### config.mk
export PLATFORM = sky130hd
export DESIGN_NAME = spi_target_shifter
export DESIGN_NICKNAME = d
export VERILOG_FILES = /design/src/rtl/spi_pkg.sv /design/src/rtl/spi_sync_edge.sv /design/src/rtl/spi_target_shifter.sv
export SDC_FILE = /design/constraint.sdc
export NUM_CORES = 1
export LEC_CHECK = 0
export CAP_MARGIN = 0
export CORE_UTILIZATION = 44
export DETAILED_ROUTE_END_ITERATION = 12
export PLACE_DENSITY = 0.77
export SYNTH_ARGS = -nofsm -noshare
export SYNTH_HDL_FRONTEND = slang
export SYNTH_SLANG_ARGS = --single-unit
### constraint.sdc
create_clock -name CLK -period 2.3 [get_ports CLK]
set_input_delay 0.345 -clock CLK [delete_from_list [all_inputs] [get_ports CLK]]
set_output_delay 0.345 -clock CLK [all_outputs]
set_load 0.05 [all_outputs]
### src/rtl/spi_pkg.sv
// Shared types and constants for the SPI target serial engine.
`timescale 1ns/1ps
package spi_pkg;

    typedef enum logic [1:0] {
        IDLE   = 2'd0,
        LOAD   = 2'd1,
        ACTIVE = 2'd2
    } state_e;

    // SCK must be sampled at least this many CLK cycles per SCK period.
    localparam int MIN_OVERSAMPLE = 4;

endpackage

### src/rtl/spi_sync_edge.sv
// Multi-flop synchronizer with an extra history flop for rise/fall pulse detection.
`timescale 1ns/1ps
module spi_sync_edge #(
    parameter int              WIDTH       = 1,
    parameter int              SYNC_STAGES = 2,
    parameter logic [WIDTH-1:0] RST_VAL    = '0
) (
    input  logic             clk_i,
    input  logic             rst_i,
    input  logic [WIDTH-1:0] async_i,
    output logic [WIDTH-1:0] level_o,
    output logic [WIDTH-1:0] rise_o,
    output logic [WIDTH-1:0] fall_o
);

    logic [WIDTH-1:0] stage_q [SYNC_STAGES];
    logic [WIDTH-1:0] prev_q;

    always_ff @(posedge clk_i) begin
        if (rst_i) begin
            for (int i = 0; i < SYNC_STAGES; i++) begin
                stage_q[i] <= RST_VAL;
            end
            prev_q <= RST_VAL;
        end else begin
            stage_q[0] <= async_i;
            for (int i = 1; i < SYNC_STAGES; i++) begin
                stage_q[i] <= stage_q[i-1];
            end
            prev_q <= stage_q[SYNC_STAGES-1];
        end
    end

    assign level_o = stage_q[SYNC_STAGES-1];
    assign rise_o  = stage_q[SYNC_STAGES-1] & ~prev_q;
    assign fall_o  = ~stage_q[SYNC_STAGES-1] & prev_q;

endmodule

### src/rtl/spi_target_shifter.sv
// SPI target serial engine: oversampled SCK edge detection, word shifting in both
// directions, and a valid/ready holding register toward the bus side.
`timescale 1ns/1ps
module spi_target_shifter
    import spi_pkg::*;
#(
    parameter int NUMBITS     = 8,
    parameter int SYNC_STAGES = 2
) (
    input  logic               CLK,
    input  logic               RST,
    input  logic               enable,
    input  logic               polarity,
    input  logic               phase,
    input  logic               msb_first,
    input  logic               SCK_in,
    input  logic               SS_n,
    input  logic               MOSI,
    output logic               MISO,
    output logic               MISO_oe,
    input  logic [NUMBITS-1:0] tx_data,
    input  logic               tx_valid,
    output logic               tx_ready,
    output logic [NUMBITS-1:0] rx_data,
    output logic               rx_valid,
    output logic               tx_underrun,
    output logic               busy
);

    localparam int               CNT_W    = $clog2(NUMBITS + 1);
    localparam logic [CNT_W-1:0] LAST_IDX = CNT_W'(NUMBITS - 1);

    logic sck_sync, sck_rise, sck_fall;
    logic ss_sync, mosi_sync;
    logic [1:0] lvl_rise_unused, lvl_fall_unused;

    spi_sync_edge #(
        .WIDTH       (1),
        .SYNC_STAGES (SYNC_STAGES),
        .RST_VAL     (1'b0)
    ) u_sync_sck (
        .clk_i   (CLK),
        .rst_i   (RST),
        .async_i (SCK_in),
        .level_o (sck_sync),
        .rise_o  (sck_rise),
        .fall_o  (sck_fall)
    );

    spi_sync_edge #(
        .WIDTH       (2),
        .SYNC_STAGES (SYNC_STAGES),
        .RST_VAL     (2'b10)
    ) u_sync_lvl (
        .clk_i   (CLK),
        .rst_i   (RST),
        .async_i ({SS_n, MOSI}),
        .level_o ({ss_sync, mosi_sync}),
        .rise_o  (lvl_rise_unused),
        .fall_o  (lvl_fall_unused)
    );

    state_e             state_q;
    logic [CNT_W-1:0]   cnt_q;
    logic [NUMBITS-1:0] tx_shift_q, rx_shift_q, hold_q, rx_data_q;
    logic               hold_full_q, rx_valid_q, underrun_q;

    logic               lead_edge, trail_edge, sample_evt, shift_evt;
    logic               abort, word_done, word_start, take, load;
    logic               hold_full_d;
    logic [NUMBITS-1:0] hold_d, start_word, rx_next, tx_next;

    always_comb begin
        lead_edge  = polarity ? sck_fall : sck_rise;
        trail_edge = polarity ? sck_rise : sck_fall;
        sample_evt = (state_q == ACTIVE) && (phase ? trail_edge : lead_edge);
        // A shift edge with count 0 is either the reload gap or the first leading edge of a phase-1 word.
        shift_evt  = (state_q == ACTIVE) && (phase ? lead_edge : trail_edge) && (cnt_q != '0);
        abort      = !enable || ss_sync;
        word_done  = sample_evt && (cnt_q == LAST_IDX);
        word_start = !abort && ((state_q == LOAD) || word_done);
        take       = word_start && hold_full_q;
        load       = tx_valid && !hold_full_q;
        hold_full_d = (hold_full_q && !take) || load;
        hold_d      = load ? tx_data : hold_q;
        start_word  = hold_full_q ? hold_q : '0;
        rx_next = msb_first ? {rx_shift_q[NUMBITS-2:0], mosi_sync}
                            : {mosi_sync, rx_shift_q[NUMBITS-1:1]};
        tx_next = msb_first ? {tx_shift_q[NUMBITS-2:0], 1'b0}
                            : {1'b0, tx_shift_q[NUMBITS-1:1]};
    end

    always_ff @(posedge CLK) begin
        if (RST) begin
            state_q     <= IDLE;
            cnt_q       <= '0;
            tx_shift_q  <= '0;
            rx_shift_q  <= '0;
            hold_q      <= '0;
            hold_full_q <= 1'b0;
            rx_data_q   <= '0;
            rx_valid_q  <= 1'b0;
            underrun_q  <= 1'b0;
        end else begin
            rx_valid_q  <= 1'b0;
            underrun_q  <= 1'b0;
            hold_q      <= hold_d;
            hold_full_q <= hold_full_d;
            if (abort) begin
                state_q <= IDLE;
                cnt_q   <= '0;
            end else begin
                unique case (state_q)
                    IDLE: state_q <= LOAD;
                    LOAD: begin
                        tx_shift_q <= start_word;
                        underrun_q <= ~hold_full_q;
                        cnt_q      <= '0;
                        state_q    <= ACTIVE;
                    end
                    ACTIVE: begin
                        if (sample_evt) begin
                            rx_shift_q <= rx_next;
                            if (word_done) begin
                                rx_data_q  <= rx_next;
                                rx_valid_q <= 1'b1;
                                cnt_q      <= '0;
                                tx_shift_q <= start_word;
                                underrun_q <= ~hold_full_q;
                            end else begin
                                cnt_q <= cnt_q + CNT_W'(1);
                            end
                        end else if (shift_evt) begin
                            tx_shift_q <= tx_next;
                        end
                    end
                    default: state_q <= IDLE;
                endcase
            end
        end
    end

    assign busy        = (state_q != IDLE);
    assign MISO_oe     = busy;
    assign MISO        = busy && (msb_first ? tx_shift_q[NUMBITS-1] : tx_shift_q[0]);
    assign tx_ready    = ~hold_full_q;
    assign rx_data     = rx_data_q;
    assign rx_valid    = rx_valid_q;
    assign tx_underrun = underrun_q;

endmodule

==> results of run 1 <==
[worst register-to-register path, cell delays in order (launching register included)]
cell and delay (ps):
dfxtp_1 330, inv_1 80, ha_1 270, nand3b_1 100, mux2_4 280, and2_4 150
a211o_1 450, mux2_4 370
[how the worst min path moves through the flow]
| stage | end | slack (ps) | cells after the start |
|---|---|---|---|
| 3_5_place_dp | u_sync_lvl.stage_q[0][3] | 400 | 1 |
| 6_report | u_sync_lvl.stage_q[0][3] | 410 | 1 |
| 5_1_grt | u_sync_lvl.stage_q[0][3] | 430 | 1 |
| 3_3_place_gp | u_sync_lvl.stage_q[0][3] | 390 | 1 |
| 2_1_floorplan | u_sync_lvl.stage_q[0][3] | 390 | 1 |
| 4_1_cts | u_sync_lvl.stage_q[0][3] | 420 | 1 |
[stage by stage]
step / std cells / worst slack (ps) / power [W]
floorplan: 233 / 117 / 0.000946
global placement: 328 / -91.1 / 0.00100
detailed placement: 328 / -114 / 0.00100
CTS: 336 / 108 / 0.00151
global route: 336 / 35.2 / 0.00155
finish: 336 / 133 / 0.00149
[cells in the final DEF (no fill, tap or decap)]
cell / netlist / routed
a211o_1: 1 / 1
o2bb2ai_1: 6 / 6
nand4b_1: 2 / 2
nand4_1: 1 / 1
nor2b_1: 14 / 14
mux2i_1: 19 / 19
a211oi_1: 9 / 9
mux2_4: 9 / 9
a221o_1: 1 / 1
nor2_1: 27 / 27
buf_4: 3 / 14
inv_1: 8 / 8
and2b_2: 1 / 1
nand2_1: 4 / 4
or2_2: 4 / 4
dfxtp_1: 48 / 48
nand3_1: 9 / 9
nand3b_1: 2 / 2
and2_4: 1 / 1
o21ai_0: 3 / 3
nor4b_1: 1 / 1
or3_1: 1 / 1
a21oi_1: 16 / 16
a31oi_1: 1 / 1
xnor2_2: 1 / 1
clkinv_2: 0 / 2
nand2b_1: 3 / 3
or4_2: 1 / 1
o211ai_1: 8 / 8
clkdlybuf4s50_1: 0 / 30
mux2_1: 1 / 1
nor3_1: 2 / 2
ha_1: 5 / 5
clkbuf_8: 0 / 6
mux2_2: 7 / 7
buf_12: 0 / 1
[final cells by class]
type	instances	area [um2]	share of cell area, %
Tap cell	67	83.8	3.03
Timing Repair Buffer	45	425	15.4
Clock inverter	2	10.0	0.361
Clock buffer	6	82.6	2.98
Inverter	8	30.0	1.08
Multi-Input combinational cell	160	1180	42.5
Sequential cell	48	961	34.7
[report_power, final]
| part | internal [W] | switching, W | leakage (nW) |
|---|---|---|---|
| logic | 0.0000662 | 0.0000635 | 0.598 |
| registers | 0.000846 | 0.00000750 | 0.390 |
| clock network | 0.000240 | 0.000268 | 0.0510 |
| total | 0.00115 | 0.000339 | 1.04 |
[routing by layer]
metal / wire (um) / up-vias
li1: - / 889
met1: 2220 / 873
met2: 2100 / 30
met3: 123 / 9
met4: 100 / 0
met5: 0 / -
[synth_stat cells]
library cell   n  area share (%)
ha_1           5             2.8
buf_6          1            0.50
or3_1          1            0.28
o21ai_0        3            0.67
a21oi_1       16             3.6
dfxtp_1       48              43
and2b_2        1            0.39
nor3_1         2            0.44
o2bb2ai_1      6             2.3
a31oi_1        1            0.28
nand2b_1       3            0.83
mux2_4         9             6.0
nor4b_1        1            0.39
mux2_1         1            0.50
buf_4          3             1.0
nor2_1        27             4.5
buf_1          1            0.17
and2_4         1            0.39
nand4_1        1            0.28
mux2_2         7             3.5
nand3b_1       2            0.67
clkbuf_1       9             1.5
o211ai_1       8             2.7
nand3_1        9             2.0
or2_2          4             1.1
buf_2          3            0.67
xnor2_2        1            0.72
nand4b_1       2            0.78
a211o_1        1            0.39
a221o_1        1            0.44
nand2_1        4            0.67
nor2b_1       14             3.9
a211oi_1       9             3.0
inv_1          8             1.3
or4_2          1            0.39
mux2i_1       19             8.4
[registers in the layout (all words and copies together) (netlist names)]
signal	cells
cnt_q	4
hold_full_q	1
hold_q	8
rx_data	8
rx_shift_q	8
rx_valid	1
state_q	2
tx_shift_q	8
tx_underrun	1
u_sync_lvl.stage_q	4
u_sync_sck.prev_q	1
u_sync_sck.stage_q	2
[cell families (layout without fill, tap and decap cells)]
group,count (synthesis),after routing,share of synthesized area (%)
xor+xnor,1,1,0.722
compound gates,45,45,13.3
simple gates,73,73,17.0
flops,48,48,42.6
fa+ha+maj,5,5,2.77
buf+inv,25,61,5.16
mux,36,36,18.4
==> impl_metrics.py, run 1 <==
metrics = {
    "run_status": {
        "status": "completed",
    },
    "floorplanning": {
        "dieHeight_um": 73.6,
        "dieArea_mm2": 0.00541,
        "rows": 25,
        "ios": 32,
        "core_mm2": 0.00482,
        "initial_core_util_pct": 46.8,
        "die_w_um": 73.6,
    },
    "timing": {
        "rsz0062_at_grt": "no",
        "maxSlewViolCount": 0,
        "hold_slack_ps": 415,
        "fin_crit_ps": 2170,
        "worst_pin_slew_ps": 504,
        "min_period_over_period_pct": 94.2,
        "max_freq_mhz": 462,
        "hold_viol": 0,
        "skew_ps": 11.1,
        "slew_headroom_pct": 66.3,
        "tns_ps": 0,
        "setup_violations": 0,
    },
    "synth": {
        "avgSynthCellArea_um2": 9.68,
        "synth_area_mm2": 0.00225,
        "yosys_warnings": 0,
        "synth.distinct_cells": 36,
        "ys_ff_latch": 48,
        "ys_seq_area_share_pct": 42.6,
        "synth_nets": 256,
        "syn_inst": 233,
    },
    "critical_path": {
        "reg2reg_to": "tx_shift_q[5]",
        "crit_type": "reg -> out",
        "cp_slowest_cell": "clkdlybuf4s50_1",
        "cp_cell_sequence": "inv_1 -> ha_1 -> inv_1 -> clkdlybuf4s50_1",
        "crit_cells": 4,
        "crit_path_start_kind": "flop",
        "cpPeakStageDelay_ps": 790,
        "critPathBufInv": 3,
        "cp_max_fo": 3,
        "worst_path_most_repeated_cell": "inv_1",
        "ff2ff_path_depth": 7,
        "crit_required_ps": 1960,
        "rr_startpoint": "state_q[0]",
        "arrival_ps": 1820,
        "endpoint": "MISO_oe",
        "critPathLaunch": "state_q[0]",
        "cp-end-kind": "output port",
        "path_delay_family": "buffers and inverters",
        "regToRegSetupSlack_ps": 170,
    },
    "finish": {
        "num_antenna_cells": 0,
        "layout.nets": 291,
        "final_core_util_pct": 57.5,
        "drive_above_1_share_pct": 17.5,
        "final_cell_area_mm2": 0.00277,
        "areaGrowthSynthToFinish_pct": 22.9,
        "num-fill-cells": 446,
    },
    "cts": {
        "postCtsSetupRepairBufs": 0,
        "clk_path_buf_depth": 2,
        "numCtsBuffers": 5,
        "clk_latency_ps": 300,
        "cts_sinks": 48,
        "hold_buffers": 0,
        "cts_resized": 0,
        "path_clk_slew_ps": 80,
        "htreeDepth": 2,
        "cts_tree": "done",
        "ctsRootBufferMaster": "clkbuf_8",
    },
    "routing": {
        "drtPass1Iterations": 4,
        "drt_wl_total_um": 4540,
        "vias": 1801,
        "drt_iter0_drc": 88,
        "drc": 0,
        "post_drt_wl_per_cell_um": 13.5,
        "vias_per_cell": 5.36,
        "ant_nets": 0,
    },
    "placement": {
        "placed_cell_area_mm2": 0.00268,
        "io_buffers": 31,
        "dp_hpwl_um": 3270,
        "gp_congestion": 0.823,
    },
    "global_route": {
        "met1_usage_pct": 26.2,
        "grt_antenna_before_repair": 0,
        "busiest_layer": "met2",
        "grt_max_degree": 44,
        "grt_use_total_pct": 18.9,
        "gr-total-overflow": 0,
        "grt_pass1_vias": 1685,
        "grtUsageMet2_pct": 28.0,
        "grtUsageMet3_pct": 4.25,
        "grt_pass1_wl_um": 7830,
    },
    "flow_run": {
        "cap_violations": 0,
    },
    "pwr": {
        "ir_drop_mv": 0.346,
        "leakagePower_nw": 1.04,
        "powerDensity_mw_per_mm2": 538,
    },
    "hold_path": {
        "min-delay-start": "u_sync_lvl.stage_q[0][1]",
        "hold_path.class": "reg -> reg",
    },
}
Note: power is estimated with default switching activity, not from simulation.
==> run 2: changes to the inputs <==
Settings changed: TNS_END_PERCENT set to 100.
Clock period 2.3 ns to 2.7 ns, I/O delays scaled along.
==> run 2 against run 1 <==
Against the previous run: first-iteration DRC count is 5.7% lower; critical path depth is 3 higher; worst setup slack better by 240 ps; critical path type is now reg -> reg; largest cell class unchanged; largest power group unchanged.
==> impl_metrics.py, run 2 (same netlist as run 1, synthesis figures left out) <==
metrics = {
    "global_route": {
        "grt_antenna_before_repair": 0,
        "gr-total-overflow": 0,
        "grt_pass1_wl_um": 7300,
        "grt_pass1_vias": 1576,
        "grt_use_total_pct": 17.8,
        "grt_max_degree": 42,
    },
    "timing": {
        "max_freq_mhz": 429,
        "fin_crit_ps": 2330,
        "min_period_over_period_pct": 86.3,
        "setup_ws_ps": 371,
        "rsz0062_at_grt": "no",
        "setup_violations": 0,
        "maxSlewViolCount": 0,
        "hold_viol": 0,
        "slew_headroom_pct": 66.9,
        "worst_pin_slew_ps": 494,
        "tns_ps": 0,
        "skew_ps": 6.89,
    },
    "critical_path": {
        "crit_type": "reg -> reg",
        "cpPeakStageDelay_ps": 440,
        "cp_cell_sequence": "inv_1 -> ha_1 -> nand3b_1 -> mux2_4 -> and2_4 -> a211o_1 -> mux2_4",
        "crit_required_ps": 2900,
        "crit_path_start_kind": "flop",
        "cp_max_fo": 10,
        "worst_path_most_repeated_cell": "mux2_4",
        "path_delay_family": "multiplexers",
        "critPathBufInv": 1,
        "arrival_ps": 2530,
        "cp-end-kind": "flop",
        "cp_slowest_cell": "a211o_1",
    },
    "floorplanning": {
        "core_mm2": 0.00482,
        "rows": 25,
        "die_w_um": 73.6,
        "dieArea_mm2": 0.00541,
        "initial_core_util_pct": 46.8,
        "dieHeight_um": 73.6,
        "ios": 32,
    },
    "finish": {
        "drive_above_1_share_pct": 15.6,
        "final_cell_area_mm2": 0.00273,
        "num-fill-cells": 446,
        "final_common_cell": "dfxtp_1",
        "areaGrowthSynthToFinish_pct": 20.9,
        "num_antenna_cells": 0,
        "layout.nets": 285,
        "final_cell_mix": "dfxtp_1, clkdlybuf4s50_1, nor2_1, mux2i_1, a21oi_1",
    },
    "placement": {
        "pre_cts_ws_ps": 105,
        "dp_hpwl_um": 3100,
        "io_buffers": 31,
        "placed_cell_area_mm2": 0.00263,
        "gp_congestion": 0.878,
    },
    "pwr": {
        "powerDensity_mw_per_mm2": 466,
        "ir_drop_mv": 0.263,
        "leakagePower_nw": 1.01,
    },
    "flow_run": {
        "cap_violations": 0,
    },
    "cts": {
        "htreeDepth": 2,
        "cts_tree": "done",
        "postCtsSetupRepairBufs": 0,
        "cts_sinks": 48,
        "numCtsBuffers": 5,
        "hold_buffers": 0,
        "ctsRootBufferMaster": "clkbuf_8",
        "clk_path_buf_depth": 2,
        "clk_latency_ps": 300,
        "path_clk_slew_ps": 90,
        "cts_resized": 0,
    },
    "routing": {
        "drc": 0,
        "drt_iter0_drc": 83,
        "vias_per_cell": 5.28,
        "ant_nets": 0,
        "drt_wl_total_um": 4370,
        "drtPass1Iterations": 4,
        "post_drt_wl_per_cell_um": 13.2,
        "vias": 1742,
    },
    "run_status": {
        "status": "completed",
    },
    "hold_path": {
        "hold_path.class": "reg -> reg",
    },
}
[run 2: final timing paths]
check                           cells past startpoint  slack (ps)                startpoint                  endpoint
worst max-delay path                                7         370                state_q[0]             tx_shift_q[6]
worst min-delay path                                1         430  u_sync_lvl.stage_q[0][1]  u_sync_lvl.stage_q[0][3]
worst max register to register                      7         370                state_q[0]             tx_shift_q[6]
worst min register to register                      1         430  u_sync_lvl.stage_q[0][1]  u_sync_lvl.stage_q[0][3]
[run 2: cell type report]
cell class | count | area (um2) | area share (%)
Timing Repair Buffer | 39 | 380 | 14.0
Clock inverter | 2 | 10.0 | 0.367
Clock buffer | 6 | 82.6 | 3.03
Tap cell | 67 | 83.8 | 3.08
Sequential cell | 48 | 961 | 35.3
Multi-Input combinational cell | 160 | 1180 | 43.2
Inverter | 8 | 30.0 | 1.10
[run 2: per-stage QoR]
step / utilization, % / cells / hold WS, ps / total power (W)
6_report: 56.6 / 330 / 428 / 0.00127
5_1_grt: 56.6 / 330 / 443 / 0.00132
4_1_cts: 56.6 / 330 / 438 / 0.00128
3_5_place_dp: 54.6 / 322 / 413 / 0.000848
3_3_place_gp: 54.6 / 322 / 396 / 0.000847
2_1_floorplan: - / 233 / 389 / 0.000806
[run 2: report_power, final]
part           leakage [nW]  switching [W]  internal, W
registers             0.390     0.00000999     0.000720
logic                 0.570      0.0000487    0.0000528
clock network        0.0510       0.000234     0.000205
total                  1.01       0.000293     0.000978
[run 2: per-layer routing]
metal  up-vias  global-route usage (%)  routed length (um)
met2        47                    25.9                1920
met3        10                    4.66                 164
met4         0                    7.69                  83
met5         -                       0                   0
li1        874                       -                   -
met1       811                    24.7                2210
==> variant (flow settings as in run 2) <==
Make the reset (`RST` and `rst_i`) asynchronous in 2 clocked blocks.
--- a/src/rtl/spi_sync_edge.sv
+++ b/src/rtl/spi_sync_edge.sv
@@ -17,5 +17,5 @@
     logic [WIDTH-1:0] prev_q;
 
-    always_ff @(posedge clk_i) begin
+    always_ff @(posedge clk_i or posedge rst_i) begin
         if (rst_i) begin
             for (int i = 0; i < SYNC_STAGES; i++) begin
--- a/src/rtl/spi_target_shifter.sv
+++ b/src/rtl/spi_target_shifter.sv
@@ -91,5 +91,5 @@
     end
 
-    always_ff @(posedge CLK) begin
+    always_ff @(posedge CLK or posedge RST) begin
         if (RST) begin
             state_q     <= IDLE;
Behaviour: differs if RST is asserted again (counterexample within 4 cycles, from zero or initial values and one cycle with RST high); with RST held inactive, the same outputs for 10 cycles.
==> variant against run 2 <==
  * Cell area grew 3.6%
  * Die area grew 1.7%
  * Sequential cell count is the same
  * Count of clock-buffer cells in the layout is the same
  * Clock skew grew 0.0031 ns
  * Worst setup slack gained 0.060 ns
  * Synthesized area grew 1.7%
  * Maximum frequency grew 2.6%
  * Routed wire length shrank 12%
  * Critical path type is now reg2out
  * Largest cell class is now sequential cells
Power is not compared: it rests on default switching activity, and its combinational part moved more than twofold at a synthesized area within 25%.
==> variant: results (changes against run 2) <==
Critical Path AT 1.86 ns (was 2.53 ns); Reg2Reg Capture Point rx_data[1] (was tx_shift_q[6]); post-synthesis sequential area ratio 0.525 (was 0.426); Vias/cell 5.03 (was 5.28); Nets 245 (was 285); GR Util All Layers 0.161 (was 0.178); Post CTS Setup Buffer Count 0 (unchanged); initial DRC count 57 (was 83); r2r setup slk 0.75 ns (was 0.37 ns); Unique masters post-synth 28 (was 36); Clock Latency Late Sink 0.30 ns (about the same); peak supply drop 315 µV; ranking of synthesized cells by area dfrtp_1, mux2_2, mux2i_1, ha_1, nand2_1 (was dfxtp_1, mux2i_1, mux2_4, nor2_1, nor2b_1); path type of the worst min-delay path reg2reg (unchanged); pin count of the biggest net entering global routing 49 (was 42); vias in the first global route 1,438 (was 1,576); Clk pin slew, worst setup/hold paths 0.08 ns; CP endpoint MISO_oe (was tx_shift_q[6]); worst slew pin tran 0.501 ns (was 0.494 ns); clock skew 0.0100 ns (was 0.00689 ns); synth cell count leaders dfrtp_1, mux2_2, mux2i_1, nand2_1, nor2_1 (was dfxtp_1, nor2_1, mux2i_1, a21oi_1, nor2b_1); antenna violations before repair 0 (unchanged); Setup WS pre-CTS 0.148 ns (was 0.105 ns); Clock Root Buffer clkbuf_8 (unchanged); first-pass GRT wire length 6470 µm (was 7300 µm); Fillers 433 (was 446); Final min period 2.27 ns (was 2.33 ns); DP HPWL 2770 µm (was 3100 µm); Ys Warns 0 (unchanged); Critical Path Fanout Max 4 (was 10); Wirelength per Cell 13.4 µm (was 13.2 µm); RR Startpoint state_q[0] (unchanged); Clock Tree Buf Depth 2 (unchanged); outcome finished clean (unchanged); CTS Buf Count 5 (unchanged); Most used DFF post-synth dfrtp_1 (was dfxtp_1); hold_sp u_sync_sck.stage_q[1] (was u_sync_lvl.stage_q[0][1]); Mapped Nets 208 (was 256); Hold Path Stages 0 (was 1); H-tree Lvls 2 (unchanged); layout cells sized above 1 0.271 (was 0.156); input/output buffers 31 (unchanged); Lkg Pwr 0.00134 µW; WHS Endpoint u_sync_sck.level_o (was u_sync_lvl.stage_q[0][3]); Worst Reg2Reg Path Length in Cells 7 (unchanged); Final Wtd Congestion 0.776 (was 0.878); Async SR Flop Fraction 1.00 (was 0)
-- variant: critical path, cell delays in order (launching register included) --
cell and delay [ns]:
dfrtp_1 0.39, inv_1 0.10, ha_1 0.21, inv_1 0.07, clkdlybuf4s50_1 0.80
-- variant: final cells by class --
type	instances	share of cell area
multi-input cells	119	0.363
clock buffers	6	0.0292
repair buffers	38	0.136
flip-flops and latches	48	0.426
well taps	67	0.0297
inverters	8	0.0106
clock inverters	2	0.00487
-- variant: logic make-up after synthesis --
| logic type | count (synthesis) | share of synthesized area |
|---|---|---|
| xor+xnor | 1 | 0.00382 |
| compound gates | 11 | 0.0322 |
| flops | 48 | 0.525 |
| buf+inv | 16 | 0.0284 |
| fa+ha+maj | 7 | 0.0382 |
| simple gates | 40 | 0.0878 |
| mux | 60 | 0.285 |
-- variant: through the flow --
step / hold WS (ns) / util / instance area [µm²] / std cells
floorplan: 0.331 / - / 2290 / 183
global placement: 0.333 / 0.559 / 2730 / 280
global route: 0.367 / 0.579 / 2820 / 288
CTS: 0.360 / 0.579 / 2820 / 288
detailed placement: 0.340 / 0.559 / 2730 / 280
finish: 0.359 / 0.579 / 2820 / 288
-- variant: power by group --
part | switching, µW | total [µW] | internal (µW) | leakage [µW]
clock network | 241 | 450 | 210 | 0.0000516
logic | 189 | 426 | 237 | 0.000672
registers | 103 | 954 | 852 | 0.000617
total | 532 | 1830 | 1300 | 0.00134
-- variant: per-layer routing --
metal  GRT usage  part of all wire  vias to the layer above  routed length [µm]
met3      0.0488             0.050                        7                 194
li1            -                 -                      706                   -
met4      0.0705             0.015                        0                  57
met5           0                 0                        -                   0
met2       0.255              0.47                       37                1810
met1       0.205              0.47                      699                1800
